## config.mk

```make
export PLATFORM = sky130hd
export DESIGN_NAME = dict_codec_host
export DESIGN_NICKNAME = d
export VERILOG_FILES = /design/src/rtl/dict_codec_pkg.sv /design/src/rtl/dict_codec_sat_counter.sv /design/src/rtl/dict_codec_host.sv
export SDC_FILE = /design/constraint.sdc
export NUM_CORES = 1
export LEC_CHECK = 0
export BUFFER_PORTS_ARGS = -buffer_cell sky130_fd_sc_hd__buf_4
export CAP_MARGIN = 20
export CORE_AREA = 2 2 161 163
export DETAILED_ROUTE_END_ITERATION = 10
export DIE_AREA = 0 0 163 165
export GPL_ROUTABILITY_DRIVEN = 0
export HOLD_SLACK_MARGIN = 0.08
export PLACE_DENSITY_LB_ADDON = 0.2
export SLEW_MARGIN = 20
export SYNTH_ARGS = -nofsm -noshare
export SYNTH_HDL_FRONTEND = slang
export SYNTH_SLANG_ARGS = --single-unit
```

## constraint.sdc

```tcl
create_clock -name clk -period 5.8 [get_ports clk]
set_input_delay 0.29 -clock clk [delete_from_list [all_inputs] [get_ports clk]]
set_output_delay 0.29 -clock clk [all_outputs]
set_load 0.03 [all_outputs]
```

## src/rtl/dict_codec_pkg.sv

```systemverilog
// Shared encodings for the dictionary codec host: engine command/response codes,
// host result status and controller state.
package dict_codec_pkg;

  localparam int DATA_W_DEF = 80;
  localparam int CODE_W_DEF = 8;

  localparam logic [1:0] CMD_NOP        = 2'b00;
  localparam logic [1:0] CMD_COMPRESS   = 2'b01;
  localparam logic [1:0] CMD_DECOMPRESS = 2'b10;
  localparam logic [1:0] CMD_INVALID    = 2'b11;

  localparam logic [1:0] RSP_IDLE      = 2'b00;
  localparam logic [1:0] RSP_COMP_OK   = 2'b01;
  localparam logic [1:0] RSP_DECOMP_OK = 2'b10;
  localparam logic [1:0] RSP_ERROR     = 2'b11;

  typedef enum logic [1:0] {
    ST_OK         = 2'b00,
    ST_ENGINE_ERR = 2'b01,
    ST_TIMEOUT    = 2'b10
  } status_e;

  typedef enum logic [1:0] {
    S_IDLE,
    S_ISSUE,
    S_WAIT,
    S_RESULT
  } state_e;

  // op: 0 = compress, 1 = decompress
  function automatic logic [1:0] op_cmd(input logic op);
    return op ? CMD_DECOMPRESS : CMD_COMPRESS;
  endfunction

  function automatic logic [1:0] op_rsp(input logic op);
    return op ? RSP_DECOMP_OK : RSP_COMP_OK;
  endfunction

endpackage

```

## src/rtl/dict_codec_sat_counter.sv

```systemverilog
// Saturating up-counter: holds at all-ones instead of wrapping.
module dict_codec_sat_counter #(
  parameter int W = 16
) (
  input  logic         clk,
  input  logic         reset,
  input  logic         inc,
  output logic [W-1:0] count
);

  always_ff @(posedge clk) begin
    if (reset)
      count <= '0;
    else if (inc && (count != '1))
      count <= count + W'(1);
  end

endmodule

```

## src/rtl/dict_codec_host.sv

```systemverilog
// Host initiator for the dictionary engine: one request in flight, single-cycle
// command issue, response check with timeout, and saturating statistics.
module dict_codec_host
  import dict_codec_pkg::*;
#(
  parameter int DATA_W       = DATA_W_DEF,
  parameter int CODE_W       = CODE_W_DEF,
  parameter int RESP_TIMEOUT = 4,
  parameter int CNT_W        = 16
) (
  input  logic              clk,
  input  logic              reset,
  input  logic              req_valid,
  output logic              req_ready,
  input  logic              req_op,
  input  logic [DATA_W-1:0] req_word,
  input  logic [CODE_W-1:0] req_code,
  output logic              rsp_valid,
  input  logic              rsp_ready,
  output logic [1:0]        rsp_status,
  output logic [CODE_W-1:0] rsp_code,
  output logic [DATA_W-1:0] rsp_word,
  output logic [1:0]        chip_command,
  output logic [DATA_W-1:0] chip_data_in,
  output logic [CODE_W-1:0] chip_compressed_in,
  input  logic [CODE_W-1:0] chip_compressed_out,
  input  logic [DATA_W-1:0] chip_decompressed_out,
  input  logic [1:0]        chip_response,
  output logic [CNT_W-1:0]  cnt_compress,
  output logic [CNT_W-1:0]  cnt_decompress,
  output logic [CNT_W-1:0]  cnt_error,
  output logic              busy
);

  localparam int TW = $clog2(RESP_TIMEOUT + 1);

  state_e         state_q, state_d;
  status_e        status_d, status_q;
  logic           op_q;
  logic [TW-1:0]  tcnt_q;
  logic           wait_done;

  assign req_ready  = (state_q == S_IDLE);
  assign busy       = (state_q != S_IDLE);
  assign rsp_status = status_q;

  always_ff @(posedge clk) begin
    if (reset) state_q <= S_IDLE;
    else       state_q <= state_d;
  end

  // A nonzero response on the expiring sample wins over the timeout.
  always_comb begin
    state_d   = state_q;
    status_d  = ST_OK;
    wait_done = 1'b0;
    case (state_q)
      S_IDLE:   if (req_valid) state_d = S_ISSUE;
      S_ISSUE:  state_d = S_WAIT;
      S_WAIT: begin
        if (chip_response == op_rsp(op_q)) begin
          wait_done = 1'b1;
        end else if (chip_response != RSP_IDLE) begin
          wait_done = 1'b1;
          status_d  = ST_ENGINE_ERR;
        end else if (tcnt_q == TW'(RESP_TIMEOUT - 1)) begin
          wait_done = 1'b1;
          status_d  = ST_TIMEOUT;
        end
        if (wait_done) state_d = S_RESULT;
      end
      S_RESULT: if (rsp_ready) state_d = S_IDLE;
      default:  state_d = S_IDLE;
    endcase
  end

  always_ff @(posedge clk) begin
    if (reset) begin
      op_q               <= 1'b0;
      tcnt_q             <= '0;
      chip_command       <= CMD_NOP;
      chip_data_in       <= '0;
      chip_compressed_in <= '0;
      rsp_valid          <= 1'b0;
      status_q           <= ST_OK;
      rsp_code           <= '0;
      rsp_word           <= '0;
    end else begin
      chip_command <= CMD_NOP;
      if (state_q == S_IDLE && req_valid) begin
        op_q               <= req_op;
        chip_command       <= op_cmd(req_op);
        chip_data_in       <= req_op ? '0 : req_word;
        chip_compressed_in <= req_op ? req_code : '0;
      end
      if (state_q == S_ISSUE)
        tcnt_q <= '0;
      else if (state_q == S_WAIT && chip_response == RSP_IDLE)
        tcnt_q <= tcnt_q + TW'(1);
      if (wait_done) begin
        rsp_valid <= 1'b1;
        status_q  <= status_d;
        rsp_code  <= (status_d == ST_OK && !op_q) ? chip_compressed_out : '0;
        rsp_word  <= (status_d == ST_OK &&  op_q) ? chip_decompressed_out : '0;
      end else if (state_q == S_RESULT && rsp_ready) begin
        rsp_valid <= 1'b0;
      end
    end
  end

  logic inc_comp, inc_decomp, inc_err;
  assign inc_comp   = wait_done && (status_d == ST_OK) && !op_q;
  assign inc_decomp = wait_done && (status_d == ST_OK) &&  op_q;
  assign inc_err    = wait_done && (status_d != ST_OK);

  dict_codec_sat_counter #(.W(CNT_W)) u_cnt_comp (
    .clk(clk), .reset(reset), .inc(inc_comp), .count(cnt_compress));
  dict_codec_sat_counter #(.W(CNT_W)) u_cnt_decomp (
    .clk(clk), .reset(reset), .inc(inc_decomp), .count(cnt_decompress));
  dict_codec_sat_counter #(.W(CNT_W)) u_cnt_err (
    .clk(clk), .reset(reset), .inc(inc_err), .count(cnt_error));

endmodule

```

After elaboration in Yosys (flattened, before gate mapping) --
Cells that the tools add are included.
Storage, ports and cells: logic and storage cells 73, flip-flop bits (word level) 235
Operators by class: add/subtract/negate cells 4, reductions and logical operators 23, multiplexer cells 21, eq/ne operators 11, bitwise logic cells 1
Operators with widths (number):
- 80-bit 2-to-1 mux | 2
- 16-bit by 1-bit adder with 16-bit output (second input constant) | 3
- 16-bit != test (second input constant) | 3
- 2-bit 2-to-1 mux | 9
- 8-bit 2-to-1 mux | 2
- 1-bit logical AND | 12
- 2-bit case mux with 4 select lines | 1
- 2-bit nonzero test | 4
- 1-bit 2-to-1 mux | 7
- 2-bit logical NOT | 3
- 2-bit equality test (second input constant) | 2
- 2-bit != test (second input constant) | 2
- 2-bit OR reduction | 2
- 3-bit by 1-bit adder with 3-bit output (second input constant) | 1
- 3-bit by 2-bit equality test with 1-bit output (second input constant) | 1
- 3-bit AND reduction | 1
- 2-bit by 1-bit equality test with 1-bit output (second input constant) | 1
- 2-bit equality test | 1
- 2-bit by 1-bit != test with 1-bit output (second input constant) | 1
- 1-bit logical NOT | 1
- 1-bit inverter | 1

Depth between registers and ports, before layout --
Gate-level depths: netlist of the first run.
depth after elaboration 9, mapped depth 9, depth with buffers taken out 6

Modules after synthesis --
Synthesis of the first run repeated with hierarchy kept, for this count alone.
Unflattened totals: cells, all modules 850, area, all modules 8747.1 um^2
By module, submodules not included:
- dict_codec_host | area each 6202.2 um^2, cells each 553, instances 1
- dict_codec_sat_counter | area each 848.3 um^2, cells each 99, instances 3

Worst setup path after synthesis of the first run --
OpenSTA, ideal clock, no wires.
path type flip-flop to flip-flop, start register u_cnt_decomp.count[0], end register u_cnt_decomp.count[10], arrival 1.941 ns, stages on the path, launching flop included 7, data required time 5.679 ns, path buffers 1, slack 3.738 ns, setup time 0.121 ns, cell sequence dfxtp_1 > ha_1 > nand3_1 > nor4_1 > clkbuf_1 > a21oi_1 > mux2_2
On the way: cells in the longest elaborated chain, start to end 2
Ends and longest elaborated chain:
- start: declaration | RTL line dict_codec_sat_counter.sv:8 | output logic [W-1:0] count
- start signal: assignment | RTL line dict_codec_sat_counter.sv:15 | count <= count + W'(1);
- parallel branches: the longest is 2 deep, another holds 16-bit by 1-bit adder with 16-bit output
Parallel ways; which one is timed is not known. A chain may end at the register's enable or synchronous reset.

Worst setup path after layout of the first run --
start register state_q[0], end register rsp_word[71]
On the way: cells in the longest elaborated chain, start to end 5
Ends and longest elaborated chain:
- start: declaration | RTL line dict_codec_host.sv:37 | state_e state_q, state_d;
- start signal: assignment | RTL line dict_codec_host.sv:49 | else state_q <= state_d;
- 2-bit equality test (*) | RTL line dict_codec_host.sv:57 | case (state_q)
- 2-bit 2-to-1 mux | RTL line dict_codec_host.sv:57
- 2-bit logical NOT | RTL line dict_codec_host.sv:104 | rsp_word <= (status_d == ST_OK && op_q) ? chip_decompressed_out : '0;
- 1-bit logical AND | RTL line dict_codec_host.sv:104
- 80-bit 2-to-1 mux | RTL line dict_codec_host.sv:104
- end signal: assignment | RTL line dict_codec_host.sv:104
- end: declaration | RTL line dict_codec_host.sv:22 | output logic [DATA_W-1:0] rsp_word,
Every way passes the cells marked *; elsewhere a longest branch is shown, timed or not.

==> results of run 1 <==
[flip-flops by register name, summed over array words and instances, names as in the netlist]
| register | flops |
|---|---|
| rsp_valid | 1 |
| rsp_status | 2 |
| chip_data_in | 80 |
| u_cnt_err.count | 16 |
| u_cnt_comp.count | 16 |
| rsp_word | 80 |
| op_q | 1 |
| tcnt_q | 3 |
| rsp_code | 8 |
| chip_command | 2 |
| state_q | 2 |
| u_cnt_decomp.count | 16 |
| chip_compressed_in | 8 |
[cell type report]
class,count,area [sq um],share of cell area
Timing Repair Buffer,598,4932,0.3370
Sequential cell,235,4705,0.3214
Multi-Input combinational cell,546,3664,0.2503
Clock buffer,41,808.3,0.05522
Tap cell,330,412.9,0.02821
Inverter,16,60.06,0.004103
Clock inverter,6,55.05,0.003761
[how the worst max path moves through the flow]
stage                                     start                      to  slack, ns  depth (start not counted)
final                                state_q[0]            rsp_word[71]       3.32                          6
after global routing                 state_q[0]    u_cnt_comp.count[11]       3.09                          6
after CTS                            state_q[0]    u_cnt_comp.count[11]       3.30                          6
after detailed placement             state_q[0]    u_cnt_comp.count[11]       3.31                          6
after global placement               state_q[0]    u_cnt_comp.count[11]       3.41                          6
after floorplan           u_cnt_decomp.count[0]  u_cnt_decomp.count[10]       3.74                          6
[power by group through the flow]
| stage | logic [mW] | registers [mW] | clock network (mW) |
|---|---|---|---|
| after floorplan | 0.312 | 1.94 | 0 |
| after global placement | 0.800 | 1.79 | 0 |
| after detailed placement | 0.805 | 1.79 | 0 |
| after CTS | 0.905 | 1.76 | 1.69 |
| after global routing | 0.960 | 1.78 | 1.76 |
| final | 0.904 | 1.76 | 1.65 |
[Yosys cell counts, types with 3 or more instances]
cell type,instances
and4_1,3
or3_1,6
nor2b_1,20
clkbuf_1,50
mux2i_1,4
nand4_1,14
nor3_1,9
a22oi_1,90
dfxtp_1,235
and3_1,6
or4_1,17
mux2_2,18
inv_1,16
nand2_1,17
nand2b_1,6
o31ai_1,20
nor4_1,10
buf_2,14
a21oi_1,37
nand3_1,18
nor2_1,118
o21ai_0,6
a22o_1,88
ha_1,9
[per-stage QoR]
| step | power, mW | hold slack [ns] | area [sq um] | std cells |
|---|---|---|---|---|
| 6_report | 4.321 | 0.1519 | 14640 | 1772 |
| 5_1_grt | 4.495 | 0.1472 | 14640 | 1772 |
| 4_1_cts | 4.360 | 0.1324 | 14630 | 1772 |
| 3_5_place_dp | 2.598 | 0.4566 | 11990 | 1548 |
| 3_3_place_gp | 2.593 | 0.4468 | 11990 | 1548 |
| 2_1_floorplan | 2.256 | 0.4157 | 8656 | 865 |
[metal layers]
| metal | global-route usage | vias to the layer above | wire length, um |
|---|---|---|---|
| met2 | 0.3735 | 338 | 15470 |
| met3 | 0.04696 | 84 | 1889 |
| li1 | - | 4334 | - |
| met5 | 0 | - | 0 |
| met1 | 0.2522 | 4249 | 12310 |
| met4 | 0.09855 | 0 | 1324 |
[worst max-delay path, cell delays in order, from the launching register on]
cell and delay (ns):
dfxtp_1 0.34, inv_1 0.09, ha_1 0.37, and4b_4 0.42
buf_4 0.70, a22oi_1 0.21, nor2_1 0.19
[cell families (layout without fill, tap and decap cells)]
logic type,count (synthesis),in the layout,synth area share
compound gates,258,258,0.2261
simple gates,256,256,0.1489
flops,235,235,0.5435
buf+inv,84,661,0.03946
mux,22,22,0.02804
fa+ha+maj,9,9,0.01301
xor+xnor,1,1,0.001012
==> results.md, run 1 <==
- The run finished with clean final reports.
- The first routing iteration left 629 violations.
- For this run the aggregate overflow at the end of global routing stands at 0.
- The first global-routing pass estimated 46620 um of wire.
- For the worst flop-to-flop path, the logic depth is 6.
- The number of setup violations in the final report is 0.
- TritonCTS built the clock tree.
- The logic gate share of total power is 0.209.
- The floorplan has 58 rows.
- Of the total power, the clock network draws 0.382.
- After floorplanning, the core was sized to cover 25040 sq um.
- Leaving out fill and tap cells, the most frequent cell in the layout is buf_4.
- Leaving out fill and tap cells, the most frequent cells in the layout are buf_4 (421), dfxtp_1 (235), dlygate4sd3_1 (177).
- Setup repair after global routing left no endpoint under its margin.
- The count of input and output buffers is 413.
- The largest clock skew in the final design is 0.006398 ns.
- The total negative setup slack is 0 ns.
- At the placement stage, the worst setup path has a slack of 3.312 ns.
- In this run the critical register-to-register path is launched from state_q[0].
- For this run, the total global-route usage over all layers was measured as 0.2144.
- The count of state elements after synthesis is 235.
- Hold repair after CTS inserted 177 buffers.
- The number of buffers on the longest clock path is 3.
- The destination of the worst hold path is op_q.
- CTS placed an instance of clkbuf_16 at the clock tree root.
- Clock-pin slew was measured on the worst setup and hold paths at 0.06 ns.
- The average routed wire per standard cell is 17.49 um.
- The maximum net fanout on the critical path is 81.
- The post-route antenna net violation count is 0.
- The path class of the tightest hold or removal check is in2reg.
- The switching power as a share of total power is 0.2865.
- The final layout net count is 1616.
- The internal cell power is 3.083 mW.
- The number of slew-limit violations in the final report is 0.
- The number of setup buffers added after CTS is 0.
- The normalized max-slew margin is 0.3098.
- The part of the cycle the worst path needs is 0.4280.
- The share of the Yosys chip area taken by registers is 0.5435.
- Setup slack on the critical path of the routed design comes to 3.318 ns.
- The TritonCTS sink count is 235.
- The via density per instance is 5.082.
- Summed over all layers, the routed wires come to 30990 um.
- In the synthesized netlist the async set-or-reset flop fraction comes to 0.
- The share of final-layout standard cells stronger than drive strength 1 is 0.3405.
- The pre-antenna-repair detailed-routing pass consisted of 4 iterations.
- The required time at the endpoint of the critical path is 6.23 ns.
- The routed layout has 9005 vias.
- The power density over the cells is 295.3 nW/um^2.
- The leakage power figure is 6.321 nW.
- The internal reg-to-reg setup slack is 3.32 ns.
- The TritonCTS buffer count is 27.
- The start-to-end type of the worst setup path is reg2reg.
- In the routed design, unresolved DRC markers number 0.
- The time the worst path needs with I/O delays and setup is 2.482 ns.
- Synthesis instantiated 54 different standard cells from the library.
- The number of antenna violations at the first check in global routing came to 0.
- The number of global-route vias before repair is 8763.
- Averaged over all synthesized cells, the footprint is 10.01 sq um.
- The maximum achievable frequency is 402.9 MHz.
- Counting the fill cells in the layout gives 2082.
- Detailed placement ended at an HPWL of 20100 um.
- 414 I/O pins were placed.
- The post-synthesis cell type with the largest combined area is dfxtp_1.
- The number of failing hold endpoints at the final stage came to 0.
- Measured on the finished design, the core utilization comes to 0.5846.
- The x dimension of the die is 163 um.
- The die footprint is 26900 sq um.
- For the pin with the worst max-slew slack, the measured transition is 1.035 ns.
- Clock latency on the worst-skew pair, taken at its later pin, is 0.52 ns.
- In this run the critical register-to-register path is captured at rsp_word[71].
- The switching power is 1.238 mW.
- The number of nets in the synthesized netlist is 1057.
- The die is 165 um tall.
- The worst-case IR drop observed on VDD is 0.2092 mV.
- Synthesis produced 865 cells.
- In this run the most critical hold path is launched from req_valid.
- The worst hold path cell count is 3.
- Gates resized during post-CTS repair numbered 0.
- The sort of element at the end of the critical path is a flop.
- The most common flop cell mapped by yosys is dfxtp_1.
- Of the total power, registers draw 0.408.
- The number of max-capacitance violations reported is 0.
- Yosys attributes the largest share of cell area to dfxtp_1 (54%), a22o_1 (8.9%), a22oi_1 (7.8%).
- The signal arrival time at the worst endpoint is 2.92 ns.
- The number of enable-type register cells in the synthesized netlist is 0.
- The fraction of post-synthesis cell area in the top cell type by area is 0.5435.
- The maximum number of pins on one net before global-route repair is 98.
- The initial utilization of the core area, before any placement, comes to 0.3457.
- The launching element type of the critical path is a flop.
- The diode insertion count for antenna repair is 0.
- After synthesis the cells add up to 8656 sq um.
- For this run, the number of Yosys warnings is 0.
- The area added between synthesis and finish is 69.09%.
- The number of levels in the clock H-tree is 1.
No activity file was read; power rests on OpenSTA's default activity.
==> inputs of run 2 (changes only) <==
--- a/config.mk
+++ b/config.mk
@@ -7,9 +7,9 @@
 export LEC_CHECK = 0
 export BUFFER_PORTS_ARGS = -buffer_cell sky130_fd_sc_hd__buf_4
 export CAP_MARGIN = 20
-export CORE_AREA = 2 2 161 163
+export CORE_AREA = 2 2 163 165
 export DETAILED_ROUTE_END_ITERATION = 10
-export DIE_AREA = 0 0 163 165
+export DIE_AREA = 0 0 165 167
 export GPL_ROUTABILITY_DRIVEN = 0
 export HOLD_SLACK_MARGIN = 0.08
 export PLACE_DENSITY_LB_ADDON = 0.2
==> constraint.sdc (replaced) <==
create_clock -name clk -period 2.39 [get_ports clk]
set_input_delay 0.1195 -clock clk [delete_from_list [all_inputs] [get_ports clk]]
set_output_delay 0.1195 -clock clk [all_outputs]
set_load 0.03 [all_outputs]
==> results.md, run 2 (synthesis results as in run 1) <==
- The vertical extent of the die is 167 um (+1.2%).
- The launching element type of the critical path is a flop.
- The path with the worst hold slack has its endpoint at chip_data_in[56].
- The placeable core region was 25760 sq um (+2.9%).
- The part of the cycle the worst path needs is 0.8993 (+0.4714).
- The post-layout utilization of the core came to 0.5816 (-0.002995).
- The launching instance or port of the critical path is tcnt_q[0].
- The TritonCTS buffer count is 27 (unchanged).
- The area added between synthesis and finish is 73.11%.
- The clock-pin transition on the worst setup and hold timing paths came to 0.06 ns (about the same).
- The total number of vias is 9109 (+1.2%).
- The signal arrival time at the worst endpoint is 2.56 ns (-0.36 ns).
- The number of failing hold endpoints at the final stage was 0 (unchanged).
- The x dimension of the die was 165 um (+1.2%).
- The share of final-layout standard cells stronger than drive strength 1 is 0.3483 (+0.007831).
- The cell chosen for the clock root is clkbuf_16.
- The power density over the cells is 729.2 nW/um^2 (+150%).
- The number of setup violations in the final report is 0 (unchanged).
- The flow ran to the end, and the final reports show no timing, DRC or antenna violations.
- The worst-margin pin slew is 0.6552 ns (-0.3801 ns).
- The final layout net count is 1641 (+1.5%).
- STA classifies the critical path endpoint as a flop.
- The post-route antenna net violation count is 0 (unchanged).
- Grouping stages by cell kind, the critical path spends the most delay in simple AND/OR/NAND/NOR gates.
- The count of input and output buffers is 413 (unchanged).
- The number of buffers on the longest clock path is 3 (unchanged).
- The number of setup buffers added after CTS came to 0 (unchanged).
- The largest registers in the layout are chip_data_in: 80 flops, rsp_word: 80 flops.
- The startpoint of the lowest-slack register-to-register path is tcnt_q[0].
- The number of cell rows is 59 (+1.7%).
- The worst min-delay path class is in2reg.
- The sum of buffers and inverters on the critical path was 1 (-1).
- The critical hold path startpoint is req_word[56].
- The first-pass GRT wire length is 48720 um (+4.5%).
- The time the worst path needs with I/O delays and setup came to 2.149 ns (-0.3327 ns).
- The insertion delay to the later sink of the worst-skew pair is 0.53 ns (about the same).
- The maximum net fanout on the critical path was 25 (-69%).
- The final wirelength came to 31090 um (+0.34%).
- Walking the worst path, the cells encountered are ha_1 -> ha_2 -> nor2b_1 -> o221ai_1 -> buf_4 -> nor4_1 -> mux2_2.
- The worst voltage drop across the vdd grid is 0.5643 mV (+170%).
- TritonCTS built the clock tree.
- The top cell types in the final layout, fill and taps aside, are buf_4 (432), dfxtp_1 (235), dlygate4sd3_1 (184).
- The die footprint came to 27560 sq um (+2.5%).
- The top-level I/O count is 414 (unchanged).
- The total power after layout was 10.93 mW (+150%).
- The required time at the endpoint of the critical path is 2.80 ns (-3.43 ns).
- The total routing resource utilization after global routing is 0.2170 (+0.002605).
- The maximum single-stage delay on the critical path came to 0.37 ns (-0.33 ns).
- The estimated wirelength of the detail-placed design is 20680 um (+2.9%).
- The maximum achievable frequency is 465.2 MHz (+15%).
- The total congestion overflow is 0 (unchanged).
- The initial cell density of the core was 0.3360 (-0.009755).
- The total negative setup slack is 0 ns (unchanged).
- The worst hold path cell count was 3 (unchanged).
- The internal reg-to-reg setup slack is 0.24 ns (-3.08 ns).
- The number of fill cells in the layout was 2174 (+4.4%).
- The number of optimization iterations in the first detailed-route pass came to 5 (+1).
- The number of max-capacitance violations reported is 0 (unchanged).
- The maximum number of pins on one net before global-route repair is 82 (-16%).
- The number of slew-limit violations in the final report is 0 (unchanged).
- The normalized max-slew margin came to 0.5616 (+0.2518).
- The via density per instance is 5.055 (-0.53%).
- The DRC violation count after routing is 0 (unchanged).
- The leakage power figure is 6.471 nW (+2.4%).
- The number of antenna violations at the first check in global routing is 0 (unchanged).
- On the critical path, the stage with the largest delay is an instance of mux2_2.
- Setup repair after global routing left no endpoint under its margin.
- The endpoint of the worst-slack reg-to-reg timing path is u_cnt_err.count[10].
- The TritonCTS sink count is 235 (unchanged).
- The number of global-route vias before repair is 9208 (+5.1%).
- The minimum setup slack in the final design is 0.2406 ns (-3.077 ns).
- The start-to-end type of the worst setup path is reg2reg.
- The largest clock skew in the final design came to 0.01499 ns (+0.008591 ns).
- The DRC violation total after the first TritonRoute iteration is 525 (-17%).
- The diode insertion count for antenna repair was 0 (unchanged).
- The pre-CTS worst setup slack came to 0.1991 ns (-3.113 ns).
- The worst-case reg-to-reg path depth came to 7 (+1).
- The average routed wire per standard cell is 17.25 um (-1.3%).
- The number of levels in the clock H-tree was 1 (unchanged).
- The leading cell type in the layout, fill and taps excluded is buf_4.
-- run 2: timing repair --
action                                 4_1_cts  5_1_grt
endpoints found under the hold margin      191        0
hold buffers                               184        0
setup endpoints to repair                    0        2
gates resized for setup                      0        2
-- run 2: through the flow --
| stage | cell area [sq um] | cells | hold WS [ns] |
|---|---|---|---|
| after detailed placement | 12220 | 1571 | 0.3354 |
| after global placement | 12220 | 1571 | 0.3291 |
| final | 14980 | 1802 | 0.3452 |
| after global routing | 14980 | 1802 | 0.3354 |
| after CTS | 14980 | 1802 | 0.3182 |
| after floorplan | 8656 | 865 | 0.2452 |
-- run 2: final cells by class --
class,count,area (sq um),share of cell area
clock inverters,13,200.2,0.01336
well taps,335,419.2,0.02797
repair buffers,623,5225,0.3487
multi-input cells,546,3664,0.2445
inverters,16,60.06,0.004008
clock buffers,34,711.9,0.04751
flip-flops and latches,235,4705,0.3140
-- run 2: worst register-to-register path: stages, from the launching register on --
cell and delay (ns):
dfxtp_1 0.34, ha_1 0.16, ha_2 0.25, nor2b_1 0.20, o221ai_1 0.14, buf_4 0.24
nor4_1 0.33, mux2_2 0.37
-- run 2: metal layers --
metal  vias up  track usage  share of wire
li1       4379            -              -
met5         -            0              0
met3        87      0.04782          0.059
met2       302       0.3730           0.50
met4         0      0.09225          0.041
met1      4341       0.2585           0.40
-- run 2: how the worst max path moves through the flow --
| stage | endpoint | slack [ns] | cells after the start |
|---|---|---|---|
| after floorplan | u_cnt_decomp.count[10] | 0.33 | 6 |
| after global placement | u_cnt_err.count[15] | 0.28 | 7 |
| after detailed placement | u_cnt_err.count[15] | 0.20 | 7 |
| after CTS | u_cnt_err.count[14] | 0.15 | 7 |
| after global routing | u_cnt_err.count[10] | 0.07 | 7 |
| final | u_cnt_err.count[10] | 0.24 | 7 |
-- run 2: report_power, final --
part	internal, mW	switching (mW)
Combinational	1.05	1.30
Sequential	4.14	0.147
Clock	2.64	1.65
Total	7.83	3.09
==> inputs of run 3 (changes only) <==
--- a/config.mk
+++ b/config.mk
@@ -5,11 +5,13 @@
 export SDC_FILE = /design/constraint.sdc
 export NUM_CORES = 1
 export LEC_CHECK = 0
+export ABC_AREA = 1
 export BUFFER_PORTS_ARGS = -buffer_cell sky130_fd_sc_hd__buf_4
 export CAP_MARGIN = 20
-export CORE_AREA = 2 2 163 165
+export CORE_ASPECT_RATIO = 0.5
+export CORE_MARGIN = 2
+export CORE_UTILIZATION = 47
 export DETAILED_ROUTE_END_ITERATION = 10
-export DIE_AREA = 0 0 165 167
 export GPL_ROUTABILITY_DRIVEN = 0
 export HOLD_SLACK_MARGIN = 0.08
 export PLACE_DENSITY_LB_ADDON = 0.2
==> results.md, run 3 <==
- By count the netlist is led by nand2_1 (336), dfxtp_1 (235), a21oi_1 (113).
- The internal reg-to-reg setup slack is 0.29 ns (+0.05 ns).
- The per-instance average area after synthesis came to 8.282 sq um (-17%).
- The maximum single-stage delay on the critical path was 0.57 ns (+0.20 ns).
- The signal arrival time at the worst endpoint was 2.52 ns (-0.04 ns).
- The library cells used most frequently in the layout, excluding fill and tap cells, are buf_4 (422), nand2_1 (334), dfxtp_1 (235).
- The logic gate share of total power came to 0.232 (+0.017).
- The number of global-route vias before repair is 10050 (+9.2%).
- The count of input and output buffers came to 413 (unchanged).
- The number of cell rows is 36 (-39%).
- The DRC violation total after the first TritonRoute iteration is 551 (+5.0%).
- The proportion of synthesized flip-flops having asynchronous set or reset came to 0 (unchanged).
- The TritonCTS buffer count is 21 (-22%).
- The fraction of power consumed by the clock network is 0.351 (-0.042).
- The leading cell type in the layout, fill and taps excluded is buf_4.
- The leakage power figure was 6.389 nW (-1.3%).
- The time the worst path needs with I/O delays and setup is 2.125 ns (-0.02453 ns).
- The maximum achievable frequency is 470.6 MHz (+1.2%).
- Setup repair after global routing left no endpoint under its margin.
- The DRC violation count after routing is 0 (unchanged).
- The worst hold slack across all endpoints is 0.1106 ns (-0.2347 ns).
- The largest clock skew in the final design was 0.01423 ns (-0.0007562 ns).
- Among all flip-flop cells after synthesis, the most frequent one is dfxtp_1.
- The placeable core region came to 19280 sq um (-25%).
- The number of setup violations in the final report is 0 (unchanged).
- The number of enable-type register cells in the synthesized netlist came to 0 (unchanged).
- The cell sitting at the root of the clock tree is a clkbuf_16.
- The critical hold path startpoint is reset.
- The post-synthesis cell type with the largest combined area is dfxtp_1.
- The min-delay analysis places its worst path in the category in2reg.
- The part of the cycle the worst path needs is 0.8891 (-0.01026).
- The destination of the worst hold path is chip_command[0].
- The die footprint came to 20730 sq um (-25%).
- The cell area after synthesis is 9176 sq um (+6.0%).
- The power density over the cells came to 690.8 nW/um^2 (-5.3%).
- The total congestion overflow was 0 (unchanged).
- The flow ran to the end, and the final reports show no timing, DRC or antenna violations.
- The number of antenna violations at the first check in global routing is 3 (+3).
- The normalized max-slew margin is 0.3419 (-0.2197).
- The critical path in this run is classified as in2reg.
- The total power after layout is 10.40 mW (-4.8%).
- The initial cell density of the core came to 0.4760 (+0.1400).
- In the final layout, the registers with the most flip-flops are chip_data_in: 80 flops, rsp_word: 80 flops.
- The final wirelength came to 35760 um (+15%).
- The number of synthesis warnings is 0 (unchanged).
- The switching power is 3.167 mW (+2.4%).
- The vertical extent of the die is 102.8 um (-38%).
- The number of levels in the clock H-tree is 1 (unchanged).
- The clock-pin transition on the worst setup and hold timing paths is 0.07 ns (about the same).
- The number of distinct library cells after synthesis is 33 (-39%).
- The via density per instance was 5.352 (+5.9%).
- The number of optimization iterations in the first detailed-route pass was 5 (unchanged).
- The number of slew-limit violations in the final report is 0 (unchanged).
- The fraction of post-synthesis cell area in the top cell type by area came to 0.5127 (-0.03083).
- The number of placed cells counting well taps is 1737 (+11%).
- The maximum net fanout on the critical path is 14 (-44%).
- The number of buffers inserted for hold repair after clock tree synthesis is 182 (-1.1%).
- The worst-case reg-to-reg path depth came to 7 (unchanged).
- The required time at the endpoint of the critical path came to 2.78 ns (-0.02 ns).
- STA classifies the critical path endpoint as a flop.
- Traced cell by cell, the critical path runs through dlygate4sd3_1 -> buf_4 -> nor2_1 -> dlygate4sd3_1 -> nand2_1 -> inv_2 -> nand2_1 -> nand2_2 -> nand2_4 -> o21ai_0 -> nor2_1.
- The minimum setup slack in the final design came to 0.2651 ns (+0.02453 ns).
- By area the synthesized netlist is led by dfxtp_1 (51%), nand2_1 (14%), a32o_1 (9.6%).
- The filler-free cell count of the finished design is 1959 (+8.7%).
- The x dimension of the die is 201.6 um (+22%).
- By instance count, the leading cell after synthesis is nand2_1.
- The part of the total power dissipated in sequential elements is 0.416 (+0.024).
- The count of state elements after synthesis is 235 (unchanged).
- The number of max-capacitance violations reported came to 0 (unchanged).
- The estimated wirelength of the detail-placed design is 20900 um (+1.1%).
- The number of buffers on the longest clock path is 3 (unchanged).
- The worst hold path cell count is 3 (unchanged).
- The first-pass GRT wire length was 52870 um (+8.5%).
- The share of final-layout standard cells stronger than drive strength 1 is 0.2941 (-0.05425).
- The top-level I/O count came to 414 (unchanged).
- The number of failing hold endpoints at the final stage was 0 (unchanged).
- The post-layout utilization of the core is 0.7808 (+0.1992).
- The internal cell power is 7.232 mW (-7.7%).
- The total number of vias is 10490 (+15%).
- The worst voltage drop across the vdd grid came to 0.6536 mV (+16%).
- The average routed wire per standard cell is 18.26 um (+5.8%).
- The switching power as a share of total power is 0.3046 (+0.02138).
- The cell count after synthesis is 1108 (+28%).
- TritonCTS built the clock tree.
- The post-route cell area is 15050 sq um (+0.46%).
- The total routing resource utilization after global routing is 0.3171 (+0.1001).
- The pre-CTS worst setup slack is 0.3427 ns (+0.1436 ns).
- The post-route antenna net violation count is 0 (unchanged).
- The worst-margin pin slew was 0.9872 ns (+0.3320 ns).
- The post-cts repair resize count came to 0 (unchanged).
- The worst register-to-register path ends at rsp_word[43].
- Among all stages on the critical path, the largest delay is contributed by dlygate4sd3_1.
- The number of nets in the synthesized netlist came to 1300 (+23%).
- The area added between synthesis and finish is 64.04%.
- The launching element type of the critical path is a primary input.
- The insertion delay to the later sink of the worst-skew pair is 0.50 ns (-0.03 ns).
- The post-synthesis sequential area ratio is 0.5127 (-0.03083).
- The final layout net count is 1868 (+14%).
- The number of setup buffers added after CTS is 0 (unchanged).
- The TritonCTS sink count is 235 (unchanged).
- The maximum number of pins on one net before global-route repair came to 92 (+12%).
- In this run the critical register-to-register path is launched from state_q[0].
- The total negative setup slack was 0 ns (unchanged).
- The standard cell area after detailed placement came to 12500 sq um (+2.3%).
[run 3: how the worst max path moves through the flow]
stage                                startpoint                     end  slack, ns
after CTS                      chip_response[0]      u_cnt_err.count[1]       0.29
after floorplan           u_cnt_decomp.count[0]  u_cnt_decomp.count[10]       0.56
after global placement               state_q[0]   u_cnt_decomp.count[3]       0.41
after global routing           chip_response[0]      u_cnt_err.count[0]       0.06
after detailed placement             state_q[0]   u_cnt_decomp.count[3]       0.34
final                          chip_response[0]      u_cnt_err.count[1]       0.27
[run 3: area by class of cell]
class / instances / area, sq um
inverters: 51 / 195.2
repair buffers: 609 / 5090
flip-flops and latches: 235 / 4705
clock inverters: 12 / 163.9
multi-input cells: 758 / 3999
fillers: 1232 / 4225
clock buffers: 25 / 560.5
well taps: 266 / 332.8
diodes: 3 / 7.507
[run 3: critical path: cells and delay by family]
family	cells	cell delay, ns
buffers and inverters	4	1.37
AND/OR/NAND/NOR	6	0.81
AO/OA/AOI/OAI	1	0.21
[run 3: power by group through the flow]
stage / Sequential [mW] / Combinational [mW] / Clock (mW)
after floorplan: 4.78 / 0.798 / 0
after global placement: 4.37 / 2.05 / 0
after detailed placement: 4.39 / 2.09 / 0
after CTS: 4.30 / 2.34 / 3.64
after global routing: 4.35 / 2.54 / 3.85
final: 4.33 / 2.42 / 3.65
[run 3: per-layer routing]
layer / vias up / share of wire / wire length [um] / track usage
met1: 4969 / 0.37 / 13380 / 0.3578
li1: 4909 / - / - / -
met2: 482 / 0.51 / 18250 / 0.5894
met3: 125 / 0.071 / 2534 / 0.07649
met5: - / 0 / 0 / 0
met4: 0 / 0.045 / 1595 / 0.1312
[run 3: cells by family after synthesis]
logic type / after synthesis / share of synthesized area
DFF: 235 / 0.5127
xor gates and xnor gates: 12 / 0.01145
and+or+nand+nor: 498 / 0.2236
buffers and inverters: 115 / 0.05331
adders and majority gates: 9 / 0.01227
AOI/OAI and AO/OA: 239 / 0.1867
